[src/rtl/legv8_pkg.sv]
// Shared LEGv8 encoder types, opcode constants and the instruction-word packer.
package legv8_pkg;

    localparam int unsigned IMM_W    = 64;
    localparam int unsigned INSTR_W  = 32;
    localparam int unsigned REG_W    = 5;
    localparam int unsigned DT_IMM_W = 9;
    localparam int unsigned CB_IMM_W = 19;

    typedef enum logic [1:0] {
        OP_LDUR = 2'b00,
        OP_STUR = 2'b01,
        OP_CBZ  = 2'b10,
        OP_RSVD = 2'b11
    } op_e;

    localparam logic [10:0] OPC_LDUR = 11'h7C2;
    localparam logic [10:0] OPC_STUR = 11'h7C0;
    localparam logic [7:0]  OPC_CBZ  = 8'hB4;

    typedef struct packed {
        op_e              op;
        logic [REG_W-1:0] rt;
        logic [REG_W-1:0] rn;
        logic [IMM_W-1:0] imm;
    } enc_req_t;

    // D-format for loads/stores, CB-format for CBZ; field holds the truncated immediate
    function automatic logic [INSTR_W-1:0] encode_word(
        input op_e                 op,
        input logic [REG_W-1:0]    rt,
        input logic [REG_W-1:0]    rn,
        input logic [CB_IMM_W-1:0] field
    );
        logic [INSTR_W-1:0] word;
        word = '0;
        unique case (op)
            OP_LDUR: word = {OPC_LDUR, field[DT_IMM_W-1:0], 2'b00, rn, rt};
            OP_STUR: word = {OPC_STUR, field[DT_IMM_W-1:0], 2'b00, rn, rt};
            OP_CBZ:  word = {OPC_CBZ, field, rt};
            default: word = '0;
        endcase
        return word;
    endfunction

endpackage

[src/rtl/legv8_instr_encoder_imm_range_check.sv]
// Signed-fit check of a 64-bit immediate against a 9-bit or 19-bit field.
module imm_range_check
    import legv8_pkg::*;
(
    input  logic [IMM_W-1:0]    imm,
    input  logic                wide,
    output logic                fits_c,
    output logic [CB_IMM_W-1:0] field_c
);

    logic [IMM_W-DT_IMM_W:0] dt_upper;
    logic [IMM_W-CB_IMM_W:0] cb_upper;

    // Upper bits including the field's sign bit must be all-zero or all-one
    always_comb begin
        dt_upper = imm[IMM_W-1:DT_IMM_W-1];
        cb_upper = imm[IMM_W-1:CB_IMM_W-1];
        fits_c   = wide ? ((&cb_upper) || !(|cb_upper))
                        : ((&dt_upper) || !(|dt_upper));
        field_c  = imm[CB_IMM_W-1:0];
    end

endmodule

[src/rtl/legv8_instr_encoder.sv]
// Packs LDUR/STUR/CBZ operations into LEGv8 words on a one-deep valid/ready stream.
module legv8_instr_encoder
    import legv8_pkg::*;
#(
    parameter int unsigned       ADDR_W    = 6,
    parameter logic [ADDR_W-1:0] BASE_ADDR = '0
) (
    input  logic                clk,
    input  logic                reset,
    input  logic                in_valid,
    output logic                in_ready,
    input  logic [1:0]          in_op,
    input  logic [REG_W-1:0]    in_rt,
    input  logic [REG_W-1:0]    in_rn,
    input  logic [IMM_W-1:0]    in_imm,
    output logic                out_valid,
    input  logic                out_ready,
    output logic [INSTR_W-1:0]  out_instr,
    output logic [ADDR_W-1:0]   out_addr,
    output logic                err,
    output logic [7:0]          err_count,
    output logic [ADDR_W:0]     emit_count
);

    localparam int unsigned      CNT_W     = ADDR_W + 1;
    localparam logic [CNT_W-1:0] EMIT_MAX  = CNT_W'(1) << ADDR_W;
    localparam logic [7:0]       ERR_MAX   = 8'hFF;

    enc_req_t              req;
    logic                  fits_c;
    logic [CB_IMM_W-1:0]   field_c;
    logic                  legal;
    logic                  accept;
    logic                  take;
    logic                  reject;
    logic                  drain;
    logic [INSTR_W-1:0]    word;

    logic                  out_valid_d;
    logic [INSTR_W-1:0]    out_instr_d;
    logic [ADDR_W-1:0]     out_addr_d;
    logic [ADDR_W-1:0]     next_addr, next_addr_d;
    logic                  err_d;
    logic [7:0]            err_count_d;
    logic [CNT_W-1:0]      emit_count_d;

    assign req = '{op: op_e'(in_op), rt: in_rt, rn: in_rn, imm: in_imm};

    imm_range_check u_range (
        .imm     (req.imm),
        .wide    (req.op == OP_CBZ),
        .fits_c  (fits_c),
        .field_c (field_c)
    );

    // Handshake: the output slot frees up in the same cycle it drains
    always_comb begin
        in_ready = !out_valid || out_ready;
        accept   = in_valid && in_ready;
        legal    = fits_c && (req.op != OP_RSVD);
        take     = accept && legal;
        reject   = accept && !legal;
        drain    = out_valid && out_ready;
        word     = encode_word(req.op, req.rt, req.rn, field_c);
    end

    // Next-state: a legal accept loads the slot; a rejected one only bumps error state
    always_comb begin
        out_valid_d  = out_valid;
        out_instr_d  = out_instr;
        out_addr_d   = out_addr;
        next_addr_d  = next_addr;
        err_d        = err;
        err_count_d  = err_count;
        emit_count_d = emit_count;
        if (take) begin
            out_valid_d = 1'b1;
            out_instr_d = word;
            out_addr_d  = next_addr;
            next_addr_d = next_addr + ADDR_W'(1);
            if (emit_count != EMIT_MAX) emit_count_d = emit_count + CNT_W'(1);
        end else if (drain) begin
            out_valid_d = 1'b0;
        end
        if (reject) begin
            err_d = 1'b1;
            if (err_count != ERR_MAX) err_count_d = err_count + 8'd1;
        end
    end

    always_ff @(posedge clk or negedge reset) begin
        if (!reset) begin
            out_valid  <= 1'b0;
            out_instr  <= '0;
            out_addr   <= BASE_ADDR;
            next_addr  <= BASE_ADDR;
            err        <= 1'b0;
            err_count  <= '0;
            emit_count <= '0;
        end else begin
            out_valid  <= out_valid_d;
            out_instr  <= out_instr_d;
            out_addr   <= out_addr_d;
            next_addr  <= next_addr_d;
            err        <= err_d;
            err_count  <= err_count_d;
            emit_count <= emit_count_d;
        end
    end

endmodule

[config.mk]
export PLATFORM = sky130hd
export DESIGN_NAME = legv8_instr_encoder
export DESIGN_NICKNAME = d
export VERILOG_FILES = /design/src/rtl/legv8_pkg.sv /design/src/rtl/legv8_instr_encoder_imm_range_check.sv /design/src/rtl/legv8_instr_encoder.sv
export SDC_FILE = /design/constraint.sdc
export NUM_CORES = 1
export LEC_CHECK = 0
export CORE_UTILIZATION = 41
export CTS_BUF_LIST = sky130_fd_sc_hd__clkbuf_16
export CTS_CLUSTER_SIZE = 20
export DETAILED_ROUTE_END_ITERATION = 8
export GPL_TIMING_DRIVEN = 0
export PLACE_DENSITY = 0.78
export SYNTH_ARGS = -nofsm -noshare
export SYNTH_HDL_FRONTEND = slang
export SYNTH_HIERARCHICAL = 1
export SYNTH_SLANG_ARGS = --single-unit
[constraint.sdc]
create_clock -name clk -period 1.6 [get_ports clk]
set_input_delay 0.24 -clock clk [delete_from_list [all_inputs] [get_ports clk]]
set_output_delay 0.24 -clock clk [all_outputs]
set_load 0.03 [all_outputs]
==> results of run 1 <==
==> Yosys cell counts (all sizes together) (2+ instances only) <==
master / number
buf: 34
dfrtp: 56
clkbuf: 3
nor2: 34
nand3: 9
nor4: 18
mux2: 5
nand2b: 2
xnor2: 10
a221oi: 14
xor2: 3
nand4: 25
nand2: 60
nor3: 3
o21ai: 5
and3: 5
ha: 4
inv: 4
==> kinds of logic (layout without fill, tap and decap cells) <==
family          after synthesis  in the layout  share of synthesized area, %
compound gates               28             28                          8.06
xor+xnor                     13             13                          3.94
fa+ha+maj                     4              4                          1.73
buf+inv                      41            188                          9.32
flops                        56             56                          48.5
mux                           5              5                          2.08
other cells                   1              2                         0.130
simple gates                158            158                          26.2
==> worst max-delay path, delay by kind of cell <==
family	cells	cell delay (ns)
simple gates	4	0.96
compound gates	2	0.41
buf+inv	3	0.33
mux	1	0.32
==> power by group through the flow <==
stage	sequential (mW)	combinational (mW)	clock, mW
after global placement	1.63	0.898	0
after global routing	1.64	0.986	1.17
after detailed placement	1.64	0.921	0
after floorplan	1.78	0.295	0
after CTS	1.61	0.880	1.11
final	1.63	0.918	1.08
==> placed cells by master (no fill, tap or decap), drive strengths merged, types with 2 or more instances in the layout <==
cell type / instances
buf: 77
nand2: 60
dfrtp: 56
nor2: 34
dlygate4sd2: 31
clkdlybuf4s50: 31
nand4: 25
nor4: 18
clkdlybuf4s15: 17
a221oi: 14
dlymetal6s2s: 13
clkbuf: 11
xnor2: 10
nand3: 9
mux2: 5
and3: 5
o21ai: 5
ha: 4
inv: 4
xor2: 3
nor3: 3
nand2b: 2
conb: 2
clkinv: 2
==> registers in the layout, indices dropped and copies added, names as in the netlist <==
register and cells:
err_count 8, emit_count 7, out_valid 1, out_instr 27
out_addr 6, err 1, next_addr 6
==> final timing paths <==
kind	start	endpoint
max	in_imm[29]	err_count[3]$_DFFE_PN0P_
min	in_op[1]	out_instr[30]$_DFFE_PN0P_
max reg2reg	err_count[0]$_DFFE_PN0P_	err_count[1]$_DFFE_PN0P_
min reg2reg	out_instr[26]$_DFFE_PN0P_	out_instr[26]$_DFFE_PN0P_
max in group asynchronous	reset	emit_count[0]$_DFFE_PN0P_
min in group asynchronous	reset	err_count[4]$_DFFE_PN0P_
==> what timing repair did <==
action / 4_1_cts / 5_1_grt
resized for setup: 238 / 63
endpoints found under the hold margin: 18 / 0
setup buffers: 10 / 1
gates cloned: 3 / 1
setup endpoints to repair: 78 / 63
pin swaps: 32 / 39
hold buffers: 1 / 0
==> final cells by class <==
| type | count | area, um2 |
|---|---|---|
| plain buffers | 35 | 304 |
| clock buffers | 5 | 125 |
| clock inverters | 3 | 22.5 |
| fillers | 535 | 1790 |
| inverters | 4 | 18.8 |
| multi-input cells | 210 | 1660 |
| flip-flops and latches | 56 | 1400 |
| well taps | 96 | 120 |
| repair buffers | 141 | 1360 |
==> metal layers <==
layer | vias to the layer above | track usage, % | part of all wire (%)
li1 | 1364 | - | -
met1 | 1398 | 27.8 | 40
met2 | 123 | 43.4 | 51
met3 | 16 | 5.87 | 6.5
met4 | 0 | 7.12 | 2.2
met5 | - | 0 | 0
==> key figures, run 1 <==
Run status
  – Status: complete, but fails checks
  – Violations in the final reports: setup timing

Global route
  – GRT Residual Overflow: 0
  – Antenna violations before repair: 0
  – Overall track demand over capacity in global routing: 23.9%
  – Maximum number of pins on one net before global-route repair: 39
  – Global-route wire length before repair: 13900 um
  – Number of global-route vias before repair: 2928

Floorplan
  – Die height: 85.9 um
  – Number of primary I/O pins: 136
  – Die Outline Area: 7380 um2
  – Core region area: 6790 um2
  – Starting utilization of the core area: 42.5%
  – Standard-cell row count: 30
  – Horizontal extent of the die: 85.9 um

Pwr
  – Worst vdd rail ir drop: 0.499 mV
  – Net switching power: 1.11 mW
  – Cell internal pwr: 2.51 mW
  – Proportion of power drawn by flip-flops and latches: 44.9%
  – Combinational cell fraction of total power: 25.4%
  – Power density over the cells: 723 nW/um2
  – Net switching share of the total power: 30.7%
  – Clk pwr share: 29.7%
  – Overall Power: 3.62 mW
  – Leakage power figure: 2.58 nW

Drt
  – Via total after detailed routing: 2901
  – Drc violations: 0
  – Total wire length: 8900 um
  – Routed WL per cell: 16.2 um
  – Via-per-instance ratio: 5.27
  – Number of violations reported at the end of detailed-routing iteration 0: 90
  – Count of nets left with antenna violations after detail routing: 0
  – DR pass1 iterations: 4

Timing
  – Relative slew margins: 46.8%
  – Worst hold margin: 0.199 ns
  – Portion of the clock cycle consumed by the worst path in the final layout: 130%
  – Slew at the pin closest to its max-slew limit: 0.799 ns
  – Minimum period implied by the final worst setup slack: 2.08 ns
  – Total negative setup slack: -23.54 ns
  – Hold Fails Final Rpt: 0
  – Setup repair after global routing missed its margin: yes
  – Worst Slack Setup Final: -0.480 ns
  – Upper clock frequency limit: 481 MHz
  – Fin Clk Skew: 0.00504 ns
  – Number of max-slew violations in the final report: 0
  – Number of failing setup endpoints in the final timing report: 56

Setup path
  – CP max stage delay: 0.32 ns
  – Element type at the critical path start: input pin
  – Critical setup path kind: in -> reg
  – Critical path endpoint category: register
  – Slowest cell on the critical path: sky130_fd_sc_hd__mux2_4
  – Worst-path cell chain: buf_2 -> nor4_2 -> nand4_1 -> nor4_2 -> a211o_1 -> buf_4 -> a21bo_4 -> buf_6 -> nand4_1 -> mux2_4
  – Arr. time, crit path: 2.25 ns
  – Data required time of the worst path: 1.77 ns
  – Highest fanout seen on the critical path: 3
  – Worst-case reg-to-reg path depth: 4
  – Reg-to-reg setup timing slack: -0.01 ns

Final layout
  – Post-Route Utilization: 73.7%
  – Layout net count: 537
  – N_diodes: 0
  – Post-route cell area: 5010 um2
  – Number of cells in the finished layout apart from fillers: 550
  – Area growth from synthesis to layout: 73.4%
  – Layout cells sized above 1: 36.3%

Hold path
  – Min-Delay Path Depth: 2
  – Worst hold path type: in -> reg

Place
  – Pre-CTS setup slack: -1.18 ns
  – Placement Cell Area: 4450 um2
  – GP Congestion: 0.787
  – Total placed cells including tap cells: 529
  – Detail Placement HPWL: 6270 um
  – Port Buffer Count: 125

Logic synthesis
  – Top FF cell, synth: sky130_fd_sc_hd__dfrtp_1
  – Top cell type's share of synthesized area: 48.5%
  – Number of enable flip-flop cells after synthesis: 0
  – Fraction of registers with async set/reset: 100%
  – Flop and latch count out of synthesis: 56
  – Area of the mapped netlist: 2890 um2
  – Cells after Synth: 306
  – Cell types with the largest area share after synthesis: sky130_fd_sc_hd__dfrtp_1 (49%), sky130_fd_sc_hd__nand2_1 (7.8%), sky130_fd_sc_hd__buf_4 (6.2%)
  – Mapped Avg Cell Area: 9.44 um2
  – Number of warnings issued by yosys: 6
  – Share of the yosys chip area belonging to registers: 48.5%
  – Cell variety after synth: 38
  – Most area-hungry cell type in the Yosys netlist: sky130_fd_sc_hd__dfrtp_1

Clocking
  – Total clock sinks: 56
  – Clock edge transition at the registers on the reported setup and hold paths: 0.07 ns
  – Clock buffers created by TritonCTS: 5
  – Skew-Pair Late Insertion Delay: 0.29 ns
  – Cell chosen for the clock root: sky130_fd_sc_hd__clkbuf_16
  – Maximum count of clock buffers along a single path: 2
  – CTS tree: done
  – Htree depth: 2

Flow run
  – Number of max-capacitance violations reported: 0
Note: power is estimated with default switching activity, not from simulation.
==> run 2: changes to the inputs <==
--- a/config.mk
+++ b/config.mk
@@ -11,6 +11,7 @@
 export DETAILED_ROUTE_END_ITERATION = 8
 export GPL_TIMING_DRIVEN = 0
 export PLACE_DENSITY = 0.78
+export SLEW_MARGIN = 20
 export SYNTH_ARGS = -nofsm -noshare
 export SYNTH_HDL_FRONTEND = slang
 export SYNTH_HIERARCHICAL = 1
==> run 2 against run 1 <==
The run ends with hold timing, setup timing left. First-iteration DRC count rose by 3.3%. Clock-buffer cell count stayed put. Power is 0.38% lower. Combinational power down 0.7%. Register-to-register slack hardly changed. Critical path type unchanged. Largest cell class unchanged.
==> key figures, run 2 (synthesis gave the netlist of run 1 again) <==
Floorplan
  – Die height: 85.9 um (unchanged)
  – Horizontal extent of the die: 85.9 um (unchanged)
  – Die Outline Area: 7380 um2 (unchanged)
  – Starting utilization of the core area: 42.5% (unchanged)
  – Number of primary I/O pins: 136 (unchanged)
  – Core region area: 6790 um2 (unchanged)
  – Standard-cell row count: 30 (unchanged)

Drt
  – Total wire length: 9030 um (+1.5%)
  – Number of violations reported at the end of detailed-routing iteration 0: 93 (+3.3%)
  – Routed WL per cell: 16.4 um (+1.3%)
  – Via total after detailed routing: 2912 (+0.38%)
  – Via-per-instance ratio: 5.28 (+0.20%)
  – Count of nets left with antenna violations after detail routing: 0 (unchanged)
  – DR pass1 iterations: 4 (unchanged)
  – Drc violations: 0 (unchanged)

Timing
  – Portion of the clock cycle consumed by the worst path in the final layout: 130% (+0.47 points)
  – Minimum period implied by the final worst setup slack: 2.09 ns (+0.00757 ns)
  – Relative slew margins: 50.2% (+3.4 points)
  – Setup repair after global routing missed its margin: yes
  – Slew at the pin closest to its max-slew limit: 0.748 ns (-0.0510 ns)
  – Number of failing setup endpoints in the final timing report: 56 (unchanged)
  – Fin Clk Skew: 0.00314 ns (-0.00190 ns)
  – Upper clock frequency limit: 479 MHz (-0.36%)
  – Worst hold margin: -0.00260 ns (-0.201 ns)
  – Worst Slack Setup Final: -0.488 ns (-0.00757 ns)
  – Hold Fails Final Rpt: 3 (+3)
  – Number of max-slew violations in the final report: 0 (unchanged)

Setup path
  – Worst-case reg-to-reg path depth: 4 (unchanged)
  – Cell mode on critical path: sky130_fd_sc_hd__nand4_1
  – CP max stage delay: 0.32 ns (about the same)
  – Reg-to-reg setup timing slack: 0 ns (about the same)
  – Slowest cell on the critical path: sky130_fd_sc_hd__mux2_4
  – Worst-path cell chain: buf_8 -> nor4_4 -> nand4_1 -> nor4_2 -> a211o_1 -> buf_4 -> a21bo_1 -> buf_6 -> nand4_1 -> mux2_4
  – Critical path buffers and inverters: 3 (unchanged)
  – Highest fanout seen on the critical path: 3 (unchanged)
  – Cell class contributing the biggest share of worst-path delay: simple AND/OR/NAND/NOR gates
  – Critical path endpoint category: register
  – Critical setup path kind: in -> reg
  – Element type at the critical path start: input pin
  – Launching point of the worst reg2reg path: err_count[0]$_DFFE_PN0P_
  – Reg-to-reg endpoint: err_count[1]$_DFFE_PN0P_
  – Data required time of the worst path: 1.78 ns (about the same)
  – Arr. time, crit path: 2.26 ns (about the same)

Flow run
  – Number of max-capacitance violations reported: 0 (unchanged)

Final layout
  – Biggest registers after layout: out_instr: 27 flops, err_count: 8 flops, emit_count: 7 flops
  – Area growth from synthesis to layout: 71.8%
  – Post-Route Utilization: 73.0% (-0.66 points)
  – Layout net count: 538 (+0.19%)
  – Register ranked first by flip-flop count: out_instr
  – N_diodes: 0 (unchanged)
  – Layout cells sized above 1: 36.7% (+0.36 points)
  – Most frequent standard cell in the layout excluding fill and tap cells: sky130_fd_sc_hd__dfrtp_1
  – Largest register FFs: 27 (unchanged)
  – Commonest cells after routing, fill and taps aside: sky130_fd_sc_hd__dfrtp_1 (56), sky130_fd_sc_hd__nand2_1 (49), sky130_fd_sc_hd__clkdlybuf4s50_1 (35)

Pwr
  – Power density over the cells: 727 nW/um2 (+0.52%)
  – Leakage power figure: 2.52 nW (-2.4%)
  – Worst vdd rail ir drop: 0.422 mV (-15%)

Run status
  – Status: complete, but fails checks
  – Violations in the final reports: hold timing, setup timing

Clocking
  – Maximum count of clock buffers along a single path: 2 (unchanged)
  – Clock edge transition at the registers on the reported setup and hold paths: 0.07 ns (about the same)
  – Cell chosen for the clock root: sky130_fd_sc_hd__clkbuf_16
  – Htree depth: 2 (unchanged)
  – Total clock sinks: 56 (unchanged)
  – CTS tree: done
  – Skew-Pair Late Insertion Delay: 0.29 ns (about the same)
  – Clock buffers created by TritonCTS: 5 (unchanged)

Global route
  – GRT Residual Overflow: 0 (unchanged)
  – Maximum number of pins on one net before global-route repair: 57 (+46%)
  – Global-route wire length before repair: 14200 um (+2.0%)
  – Number of global-route vias before repair: 2961 (+1.1%)
  – Antenna violations before repair: 0 (unchanged)
  – Overall track demand over capacity in global routing: 24.7% (+0.75 points)

Hold path
  – Worst hold path type: in -> async

Place
  – GP Congestion: 0.787 (unchanged)
  – Port Buffer Count: 125 (unchanged)
  – Detail Placement HPWL: 6140 um (-2.2%)
## run 2: changes by cell type in the layout (fill, tap and decap cells not counted), moves of 3 or more
| cell | change |
|---|---|
| sky130_fd_sc_hd__buf_4 | +4 |
| sky130_fd_sc_hd__buf_6 | -4 |
| sky130_fd_sc_hd__clkbuf_2 | +4 |
| sky130_fd_sc_hd__clkdlybuf4s50_1 | +4 |
| sky130_fd_sc_hd__dlygate4sd2_1 | -5 |
| sky130_fd_sc_hd__dlymetal6s2s_1 | -4 |
| sky130_fd_sc_hd__nand2_1 | +3 |
## run 2: metal layers
layer	up-vias	part of all wire [%]	GRT usage (%)
met2	129	53	45.5
met4	0	1.9	7.12
met3	16	6.5	5.39
li1	1365	-	-
met5	-	0	0
met1	1402	38	28.6
## run 2: timing repair
action	CTS	global route
hold buffers	0	0
pin swaps	41	23
cloned	3	2
gates resized for setup	251	55
setup endpoints to repair	78	65
buffers inserted	15	1
## run 2: worst max path at each step
stage                     cells past startpoint  slack, ns                         to       start
after floorplan                               9      -0.36   err_count[4]$_DFFE_PN0P_  in_imm[34]
after global placement                        1      -1.40  out_instr[23]$_DFFE_PN0P_       reset
after detailed placement                     12      -1.18  emit_count[4]$_DFFE_PN0P_    in_op[1]
after CTS                                    10      -0.42   err_count[3]$_DFFE_PN0P_  in_imm[39]
after global routing                         10      -0.59   next_addr[3]$_DFFE_PN0P_  in_imm[50]
final                                        10      -0.49   err_count[3]$_DFFE_PN0P_  in_imm[22]
## run 2: final cells by class
type | count | area (um2)
plain buffers | 34 | 293
clock buffers | 5 | 125
clock inverters | 3 | 20.0
fillers | 520 | 1830
inverters | 4 | 18.8
multi-input cells | 210 | 1630
flip-flops and latches | 56 | 1400
well taps | 96 | 120
repair buffers | 143 | 1360
## run 2: stage by stage
step                total power [mW]  setup WS [ns]  instance area (um2)  setup TNS [ns]  cells
floorplan                       2.07         -0.365                 3070          -10.55    307
global placement                2.53          -1.40                 4440         -131.56    528
detailed placement              2.55          -1.18                 4430          -57.11    528
CTS                             3.60         -0.420                 4840          -17.99    552
global route                    3.77         -0.592                 4960          -27.14    551
finish                          3.61         -0.488                 4960          -21.57    551
## run 2: power by group
part           internal (mW)  leakage, nW  total, mW  switching [mW]
Combinational          0.419         1.69      0.912           0.493
Clock                  0.578       0.0712       1.06           0.485
Sequential              1.50        0.766       1.63           0.133
